==> config.mk <==
export PLATFORM = sky130hd
export DESIGN_NAME = video_blitter
export DESIGN_NICKNAME = d
export VERILOG_FILES = /design/src/rtl/video_blitter.sv
export SDC_FILE = /design/constraint.sdc
export NUM_CORES = 1
export LEC_CHECK = 0
export CAP_MARGIN = 40
export CORE_UTILIZATION = 70
export DETAILED_ROUTE_END_ITERATION = 8
export DONT_BUFFER_PORTS = 1
export PLACE_DENSITY = 0.9
export SETUP_SLACK_MARGIN = 0.5
export SLEW_MARGIN = 20
export SYNTH_ARGS = -nofsm -noshare
export SYNTH_HDL_FRONTEND = slang
export SYNTH_SLANG_ARGS = --single-unit
export TNS_END_PERCENT = 5
==> constraint.sdc <==
create_clock -name clk -period 9.8 [get_ports clk]
set_clock_uncertainty 0.2 [all_clocks]
set_input_delay 0.98 -clock clk [delete_from_list [all_inputs] [get_ports clk]]
set_output_delay 0.98 -clock clk [all_outputs]
set_load 0.005 [all_outputs]
==> src/rtl/video_blitter.sv <==
// Rectangle-fill engine for the 320x200 4bpp framebuffer held in video RAM.
// The CPU programs it over the I/O port bus. Edge nibbles are written with read-modify-write.
module video_blitter #(
    parameter logic [15:0] BASE_ADDR  = 16'h0100,
    parameter int          SCREEN_W   = 320,
    parameter int          SCREEN_H   = 200,
    parameter int          LINE_BYTES = 160
) (
    input  logic        clk,
    input  logic        rst,
    input  logic [15:0] port_add,
    input  logic [7:0]  port_wdata,
    input  logic        port_we,
    output logic [7:0]  port_rdata,
    output logic [14:0] vid_add,
    output logic [7:0]  vid_wdata,
    input  logic [7:0]  vid_rdata,
    output logic        vid_we,
    output logic        busy
);
    localparam logic [8:0]  SCR_W = 9'(SCREEN_W);
    localparam logic [7:0]  SCR_H = 8'(SCREEN_H);
    localparam logic [14:0] LB    = 15'(LINE_BYTES);

    typedef enum logic [2:0] {IDLE, STEP, RD, RDW, WR, DONE} state_t;

    state_t      state_q, state_d;
    logic [8:0]  x_q, x_d, w_q, w_d, cx_q, cx_d, xend_q, xend_d;
    logic [7:0]  y_q, y_d, h_q, h_d, rows_q, rows_d, rd_q, rd_d;
    logic [3:0]  color_q, color_d;
    logic [14:0] base_q, base_d;
    logic        done_q, done_d;

    logic [15:0] off;
    logic        in_win, start, degenerate;
    logic [8:0]  rem_w, weff, xend_new, nxt;
    logic [7:0]  rem_h, heff;
    logic [14:0] pix_addr;

    // Constant multiply by LINE_BYTES as a sum of shifts; only used once per START.
    function automatic logic [14:0] row_base_of(input logic [7:0] y);
        logic [14:0] acc;
        acc = '0;
        for (int i = 0; i < 15; i++)
            if (LB[i]) acc = acc + (15'(y) << i);
        return acc;
    endfunction

    // A byte whose two pixels are both inside the span is written directly.
    function automatic state_t first_access(input logic [8:0] cx, input logic [8:0] xend);
        return (!cx[0] && ({1'b0, cx} + 10'd1 <= {1'b0, xend})) ? STEP : RD;
    endfunction

    assign off        = port_add - BASE_ADDR;
    assign in_win     = (off < 16'd8);
    assign busy       = (state_q != IDLE) && (state_q != DONE);
    assign start      = port_we && in_win && (off[2:0] == 3'd7) && !busy;
    assign degenerate = (w_q == 9'd0) || (h_q == 8'd0) || (x_q >= SCR_W) || (y_q >= SCR_H);
    assign rem_w      = SCR_W - x_q;
    assign weff       = (w_q < rem_w) ? w_q : rem_w;
    assign rem_h      = SCR_H - y_q;
    assign heff       = (h_q < rem_h) ? h_q : rem_h;
    assign xend_new   = x_q + weff - 9'd1;
    assign nxt        = cx_q + ((state_q == STEP) ? 9'd2 : 9'd1);
    assign pix_addr   = base_q + {6'd0, cx_q[8:1]};

    always_comb begin
        // NOTE: every signal gets a default first so no path leaves it unassigned (no latches).
        state_d = state_q;
        x_d     = x_q;
        y_d     = y_q;
        w_d     = w_q;
        h_d     = h_q;
        color_d = color_q;
        cx_d    = cx_q;
        xend_d  = xend_q;
        rows_d  = rows_q;
        base_d  = base_q;
        rd_d    = rd_q;
        done_d  = done_q;

        if (port_we && in_win && !busy) begin
            case (off[2:0])
                3'd0:    x_d = {x_q[8], port_wdata};
                3'd1:    x_d = {port_wdata[0], x_q[7:0]};
                3'd2:    y_d = port_wdata;
                3'd3:    w_d = {w_q[8], port_wdata};
                3'd4:    w_d = {port_wdata[0], w_q[7:0]};
                3'd5:    h_d = port_wdata;
                3'd6:    color_d = port_wdata[3:0];
                default: ;
            endcase
        end

        case (state_q)
            IDLE, DONE: begin
                state_d = IDLE;
                if (start) begin
                    done_d = degenerate;
                    if (!degenerate) begin
                        cx_d    = x_q;
                        xend_d  = xend_new;
                        rows_d  = heff;
                        base_d  = row_base_of(y_q);
                        state_d = first_access(x_q, xend_new);
                    end
                end
            end
            STEP, WR: begin
                if (nxt > xend_q) begin
                    if (rows_q == 8'd1) begin
                        state_d = DONE;
                        done_d  = 1'b1;
                    end else begin
                        rows_d  = rows_q - 8'd1;
                        base_d  = base_q + LB;
                        cx_d    = x_q;
                        state_d = first_access(x_q, xend_q);
                    end
                end else begin
                    cx_d    = nxt;
                    state_d = first_access(nxt, xend_q);
                end
            end
            RD:      state_d = RDW;
            RDW: begin
                rd_d    = vid_rdata;
                state_d = WR;
            end
            default: state_d = IDLE;
        endcase
    end

    always_comb begin
        vid_we    = 1'b0;
        vid_add   = '0;
        vid_wdata = '0;
        case (state_q)
            STEP: begin
                vid_we    = 1'b1;
                vid_add   = pix_addr;
                vid_wdata = {color_q, color_q};
            end
            RD, RDW: vid_add = pix_addr;
            WR: begin
                vid_we    = 1'b1;
                vid_add   = pix_addr;
                vid_wdata = cx_q[0] ? {rd_q[7:4], color_q} : {color_q, rd_q[3:0]};
            end
            default: ;
        endcase
    end

    always_comb begin
        port_rdata = 8'h00;
        if (in_win) begin
            case (off[2:0])
                3'd0:    port_rdata = x_q[7:0];
                3'd1:    port_rdata = {7'd0, x_q[8]};
                3'd2:    port_rdata = y_q;
                3'd3:    port_rdata = w_q[7:0];
                3'd4:    port_rdata = {7'd0, w_q[8]};
                3'd5:    port_rdata = h_q;
                3'd6:    port_rdata = {4'd0, color_q};
                default: port_rdata = {6'd0, done_q, busy};
            endcase
        end
    end

    // NOTE: state updates use non-blocking assignments so every register samples pre-edge values.
    always_ff @(posedge clk) begin
        if (rst) begin
            state_q <= IDLE;
            x_q     <= '0;
            y_q     <= '0;
            w_q     <= '0;
            h_q     <= '0;
            color_q <= '0;
            cx_q    <= '0;
            xend_q  <= '0;
            rows_q  <= '0;
            base_q  <= '0;
            rd_q    <= '0;
            done_q  <= 1'b0;
        end else begin
            state_q <= state_d;
            x_q     <= x_d;
            y_q     <= y_d;
            w_q     <= w_d;
            h_q     <= h_d;
            color_q <= color_d;
            cx_q    <= cx_d;
            xend_q  <= xend_d;
            rows_q  <= rows_d;
            base_q  <= base_d;
            rd_q    <= rd_d;
            done_q  <= done_d;
        end
    end
endmodule

* After elaboration in Yosys (flattened, before gate mapping)
Cells that the tools add are included.
Cells by class: multiplexer cells 41, reductions and logical operators 34, eq/ne operators 20, order comparisons 9, bitwise gates (word level) 5, $add $sub $neg 12
Operators with widths (count):
- $mux W15 | 8
- $mux W8 | 7
- $pmux W8 S7 | 1
- $pmux W9 S2 | 3
- $mux W9 | 5
- $pmux W8 S2 | 2
- $le A10 B9 Y1 | 3
- $pmux W15 S2 | 1
- $add A9 B1 Y10 const B | 2
- $eq A3 B3 Y1 const B | 6
- $lt A16 B4 Y1 const B | 1
- $sub A16 B9 Y16 const B | 1
- $add A15 B15 Y15 | 1
- $add A15 B8 Y15 | 1
- $add A15 B8 Y15 const B | 1
- $reduce_and A3 Y1 | 5
- $eq A3 B2 Y1 const B | 4
- $mux W2 | 6
- $pmux W3 S4 | 1
- $add A9 B2 Y9 | 1
- $add A9 B9 Y9 | 1
- $ge A9 B9 Y1 const B | 1
- $gt A9 B9 Y1 | 1
- $logic_not A9 Y1 | 1
- other kinds (28) | 57
Storage, ports and cells: bits of input ports 35, logic and storage cells 135, register bits after elaboration 91, output and inout port bits 33

* Logic depth before layout (Yosys ltp)
depth after elaboration 11, depth in mapped cells 30, depth with buffers taken out 29

* Worst setup path after synthesis
OpenSTA, ideal clock, no wires.
path type register -> register, start register x_q[0], end register state_q[1], arrival time 5203 ps, period minus slack after synthesis 5485 ps, buffers on the path 2, cell stages (with the launch flop) 27, setup time 82 ps, required time 9518 ps, path slack 4315 ps, cell sequence dfxtp_1 -> clkbuf_1 -> inv_1 -> ha_1 -> inv_1 -> ha_1 -> a2111oi_2 -> o31ai_1 -> a21oi_2 -> clkbuf_1 -> a21oi_1 -> ha_1 -> inv_1 -> ha_1 -> a21o_1 -> nand4_1 -> nand4b_1 -> a21o_1 -> a21o_1 -> xnor3_1 -> ha_1 -> nand2_1 -> nor2_1 -> nand4_1 -> a21oi_1 -> or2_2 -> o221ai_1
On the way: word-level cells in the longest chain between the ends 11, elaborated cells on any way between the ends 21, classes of those cells add/sub: 4; order compare: 4; mux: 8; reduce/logical: 5
Ends and longest elaborated chain:
- start, declared | line 28 | logic [8:0] x_q, x_d, w_q, w_d, cx_q, cx_d, xend_q, xend_d;
- start signal, assigned | line 174 | x_q <= '0;
- start signal, assigned | line 187 | x_q <= x_d;
- $sub A9 B9 Y9 | line 59 | assign rem_w = SCR_W - x_q;
- $lt A9 B9 Y1 | line 60 | assign weff = (w_q < rem_w) ? w_q : rem_w;
- $mux W9 | line 60
- $add A9 B9 Y9 | line 63 | assign xend_new = x_q + weff - 9'd1;
- $sub A9 B1 Y9 | line 63
- $le A10 B9 Y1 | line 51 | return (!cx[0] && ({1'b0, cx} + 10'd1 <= {1'b0, xend})) ? STEP : RD;
- $logic_and A1 B1 Y1 | line 51
- $mux W2 | line 51
- $mux W2 | line 100 | if (!degenerate) begin
- $mux W2 | line 98 | if (start) begin
- $pmux W3 S4 * | line 95 | case (state_q)
- end signal, assigned | line 186 | state_q <= state_d;
- end, declared | line 27 | state_t state_q, state_d;
Every way passes the cells marked *; elsewhere a longest branch is shown, timed or not. A chain may end at the register's enable or synchronous reset.

* Worst setup path in the final report
Same ends and word-level chain as after synthesis.

==> impl_metrics.env <==
export IMPL_cpMostUsedCell="ha_1"
export IMPL_crit_end="state_q[1]$_SDFF_PP0_"
export IMPL_final_common_cell="nand2_1"
export IMPL_synthToLayoutAreaGrowth_pct=2.15
export IMPL_grt_overflow=0
export IMPL_critPathTopFamily="compound AO/OA/AOI/OAI gates"
export IMPL_syn_area_um2=7500
export IMPL_clock_sinks=86
export IMPL_async_flop_share_pct=0
export IMPL_die_h_um=105
export IMPL_place_hpwl_mm=14.9
export IMPL_multiInputGateArea_um2=5310
export IMPL_crit_path_start_kind="flip-flop"
export IMPL_core_area_um2=10400
export IMPL_path_depth=26
export IMPL_clockBufferDepth=2
export IMPL_cp_num_buf_inv=2
export IMPL_cts_clk_slew_worst_paths_ps=100
export IMPL_rows=37
export IMPL_status="completed"
export IMPL_finalHoldViolations=0
export IMPL_grt_pass1_wl_mm=32.9
export IMPL_finalCritPeriodShare_pct=63.2
export IMPL_design_portCount=68
export IMPL_hold_ws_ps=278
export IMPL_drc=0
export IMPL_crit_required_ps=9920
export IMPL_dp_slack_ps=3780
export IMPL_synth_seq_cells=86
export IMPL_reg2reg_to="state_q[1]$_SDFF_PP0_"
export IMPL_ant_nets=0
export IMPL_die_x_um=105
export IMPL_n_antenna_cell=0
export IMPL_finalWorstSetupSlack_ps=3600
export IMPL_fin_nets=1057
export IMPL_slowest_delay_ps=670
export IMPL_first_global_vias=6840
export IMPL_power_density_nw_per_um2=78.3
export IMPL_syn_num_nets=1089
export IMPL_p_leak_nw=3.07
export IMPL_drive_above_1_share_pct=5.32
export IMPL_synth_ff_type="dfxtp_1"
export IMPL_dieArea_um2=11100
export IMPL_max_freq_mhz=161
export IMPL_numCtsBuffers=9
export IMPL_critPathMaxFanout=15
export IMPL_clk_latency_ps=390
export IMPL_root_buffer="clkbuf_8"
export IMPL_cts_tree="done"
export IMPL_num_vias=7080
export IMPL_crit_path_start="x_q[0]$_SDFFE_PP0P_"
export IMPL_h_tree_depth=3
export IMPL_report_final_slew_viol_count=0
export IMPL_finalSetupViolCount=0
export IMPL_detail_route_iter0_violations=709
export IMPL_final_cell_mix="96 x nand2_1, 86 x nor2_1, 86 x dfxtp_1"
export IMPL_hold_path_class="flip-flop to flip-flop"
export IMPL_post_cts_resized=0
export IMPL_max_slew_margin_pct=46.4
export IMPL_rrSetupSlack_ps=3600
export IMPL_final_seq_area_um2=1720
export IMPL_drv_cap=0
export IMPL_grt_antenna_before_repair=0
export IMPL_synth_cell_types=83
export IMPL_place_congestion=0.966
export IMPL_avgSynthCellArea_um2=7.75
export IMPL_syn_inst=967
export IMPL_wl_per_cell_um=18.4
export IMPL_critPathArrivalTime_ps=6320
export IMPL_fillers=812
export IMPL_worstRegToRegCells=26
export IMPL_r2r_start="x_q[0]$_SDFFE_PP0P_"
export IMPL_grt_use_total_pct=37.1
export IMPL_drt_wl_total_mm=19.8
export IMPL_worst_pin_slew_ps=802
export IMPL_synth_edf_count=0
export IMPL_start_util_pct=72.3
export IMPL_rsz0062_at_grt="no"
export IMPL_finalCriticalPeriod_ps=6200
export IMPL_grt_max_degree=88
export IMPL_io_buffer_count=0
export IMPL_vias_per_cell=6.58
export IMPL_tns_ps=0
export IMPL_critPathKind="flip-flop to flip-flop"
export IMPL_critPathSlowestCell="dfxtp_1"
export IMPL_worst_setup_path_end_kind="flip-flop"
export IMPL_hold_buffers=0
export IMPL_min_delay_start="xend_q[3]$_SDFFE_PP0P_"
export IMPL_cts_setup_buffers=0
export IMPL_yosysWarnings=0
export IMPL_ys_seq_area_share_pct=23.0
export IMPL_drt_pass1_iterations=5
export IMPL_peakVddDrop_mv=0.0958
## worst min path at each step
stage          cells after the start  slack, ps                endpoint
6_report                           2        280  xend_q[3]$_SDFFE_PP0P_
3_3_place_gp                       2        260  xend_q[7]$_SDFFE_PP0P_
4_1_cts                            2        280  xend_q[4]$_SDFFE_PP0P_
2_1_floorplan                      2        250  xend_q[7]$_SDFFE_PP0P_
5_1_grt                            2        290  xend_q[3]$_SDFFE_PP0P_
3_5_place_dp                       2        270  xend_q[4]$_SDFFE_PP0P_
## sequential cells by signal, indices dropped and copies added (netlist names), 8 cells and up
name    count
base_q     10
cx_q        9
h_q         8
rd_q        8
rows_q      8
w_q         9
x_q         9
xend_q      9
y_q         8
## worst reg2reg max path, cell delays in order, from the launching register on
cell and delay [ps]:
dfxtp_1 670, inv_1 240, ha_1 300, nand3_1 130, xnor2_1 110, ha_1 200
a21o_1 150, a211oi_1 250, o31ai_1 130, a21oi_2 580, a21oi_1 170, ha_1 350
inv_1 60, ha_1 290, a21o_1 180, nand4_1 90, nand4b_1 170, a21o_1 230
a21o_1 190, xnor3_1 390, ha_1 330, nand2_1 90, nor2_1 50, nand4_1 80
a21oi_1 60, or2_2 300, o221ai_1 140
## Yosys cell counts, drive strengths merged, types with 3 or more instances
master / number / share of area [%]
a2111oi: 4 / 0.80
ha: 84 / 14
nor2b: 14 / 1.2
o21bai: 3 / 0.30
a32oi: 3 / 0.35
nand4: 13 / 1.1
nand2: 96 / 4.8
a21o: 7 / 0.70
a22oi: 14 / 1.4
buf: 12 / 1.1
xnor2: 30 / 3.5
a211oi: 12 / 1.3
a31oi: 12 / 1.2
mux2i: 32 / 4.3
a22o: 4 / 0.47
o21a: 11 / 1.2
mux2: 8 / 1.2
o32ai: 3 / 0.55
o211ai: 11 / 1.4
nand3: 47 / 3.1
nor4: 12 / 1.1
fa: 3 / 0.80
a221oi: 3 / 0.35
nor2: 88 / 4.7
nand4b: 3 / 0.35
a21oi: 82 / 5.5
xor2: 21 / 2.5
o22ai: 3 / 0.25
o31ai: 5 / 0.50
or3: 5 / 0.42
inv: 69 / 3.5
nor3: 22 / 1.6
nor3b: 4 / 0.40
nand2b: 9 / 0.75
clkbuf: 34 / 1.7
and2: 14 / 1.2
dfxtp: 86 / 23
and3: 6 / 0.50
o21ai: 50 / 3.4
## stage by stage
stage	std cells	instance area, um2	total power, mW	utilization, %
floorplan	967	7500	0.372	-
global placement	1059	7470	0.365	72.1
detailed placement	1060	7480	0.365	72.1
CTS	1076	7660	0.599	73.9
global route	1076	7660	0.616	73.9
finish	1076	7660	0.600	73.9
## kinds of logic (layout without fill, tap and decap cells)
kind of cell | count (synthesis) | in the layout | synth area share [%]
xor gates and xnor gates | 52 | 52 | 6.26
adders and majority gates | 87 | 87 | 14.8
DFF | 86 | 86 | 23.0
muxes | 40 | 40 | 5.47
and+or+nand+nor | 344 | 344 | 22.3
AOI/OAI and AO/OA | 243 | 243 | 21.9
buffers and inverters | 115 | 88 | 6.26
## layer usage
metal  vias to the layer above  GRT usage (%)  routed length [um]
li1                       3392              -                   -
met1                      3217           48.0                8140
met2                       401           59.1                8930
met3                        70           8.41                2070
met4                         0           16.6                 699
met5                         -              0                   0
## power by group
| group | internal [mW] | total (mW) | leakage (nW) | switching (mW) |
|---|---|---|---|---|
| combinational | 0.00325 | 0.00817 | 2.29 | 0.00491 |
| clock | 0.0947 | 0.242 | 0.0866 | 0.148 |
| sequential | 0.349 | 0.349 | 0.692 | 0.00000482 |
## layout make-up
class                   instances  share of cell area [%]
multi-input cells             766                    69.3
flip-flops and latches         86                    22.5
inverters                      69                    3.38
well taps                     136                    2.22
clock buffers                   9                    1.62
clock inverters                 7                   0.719
repair buffers                  3                   0.294
(Power assumes the default switching activity.)
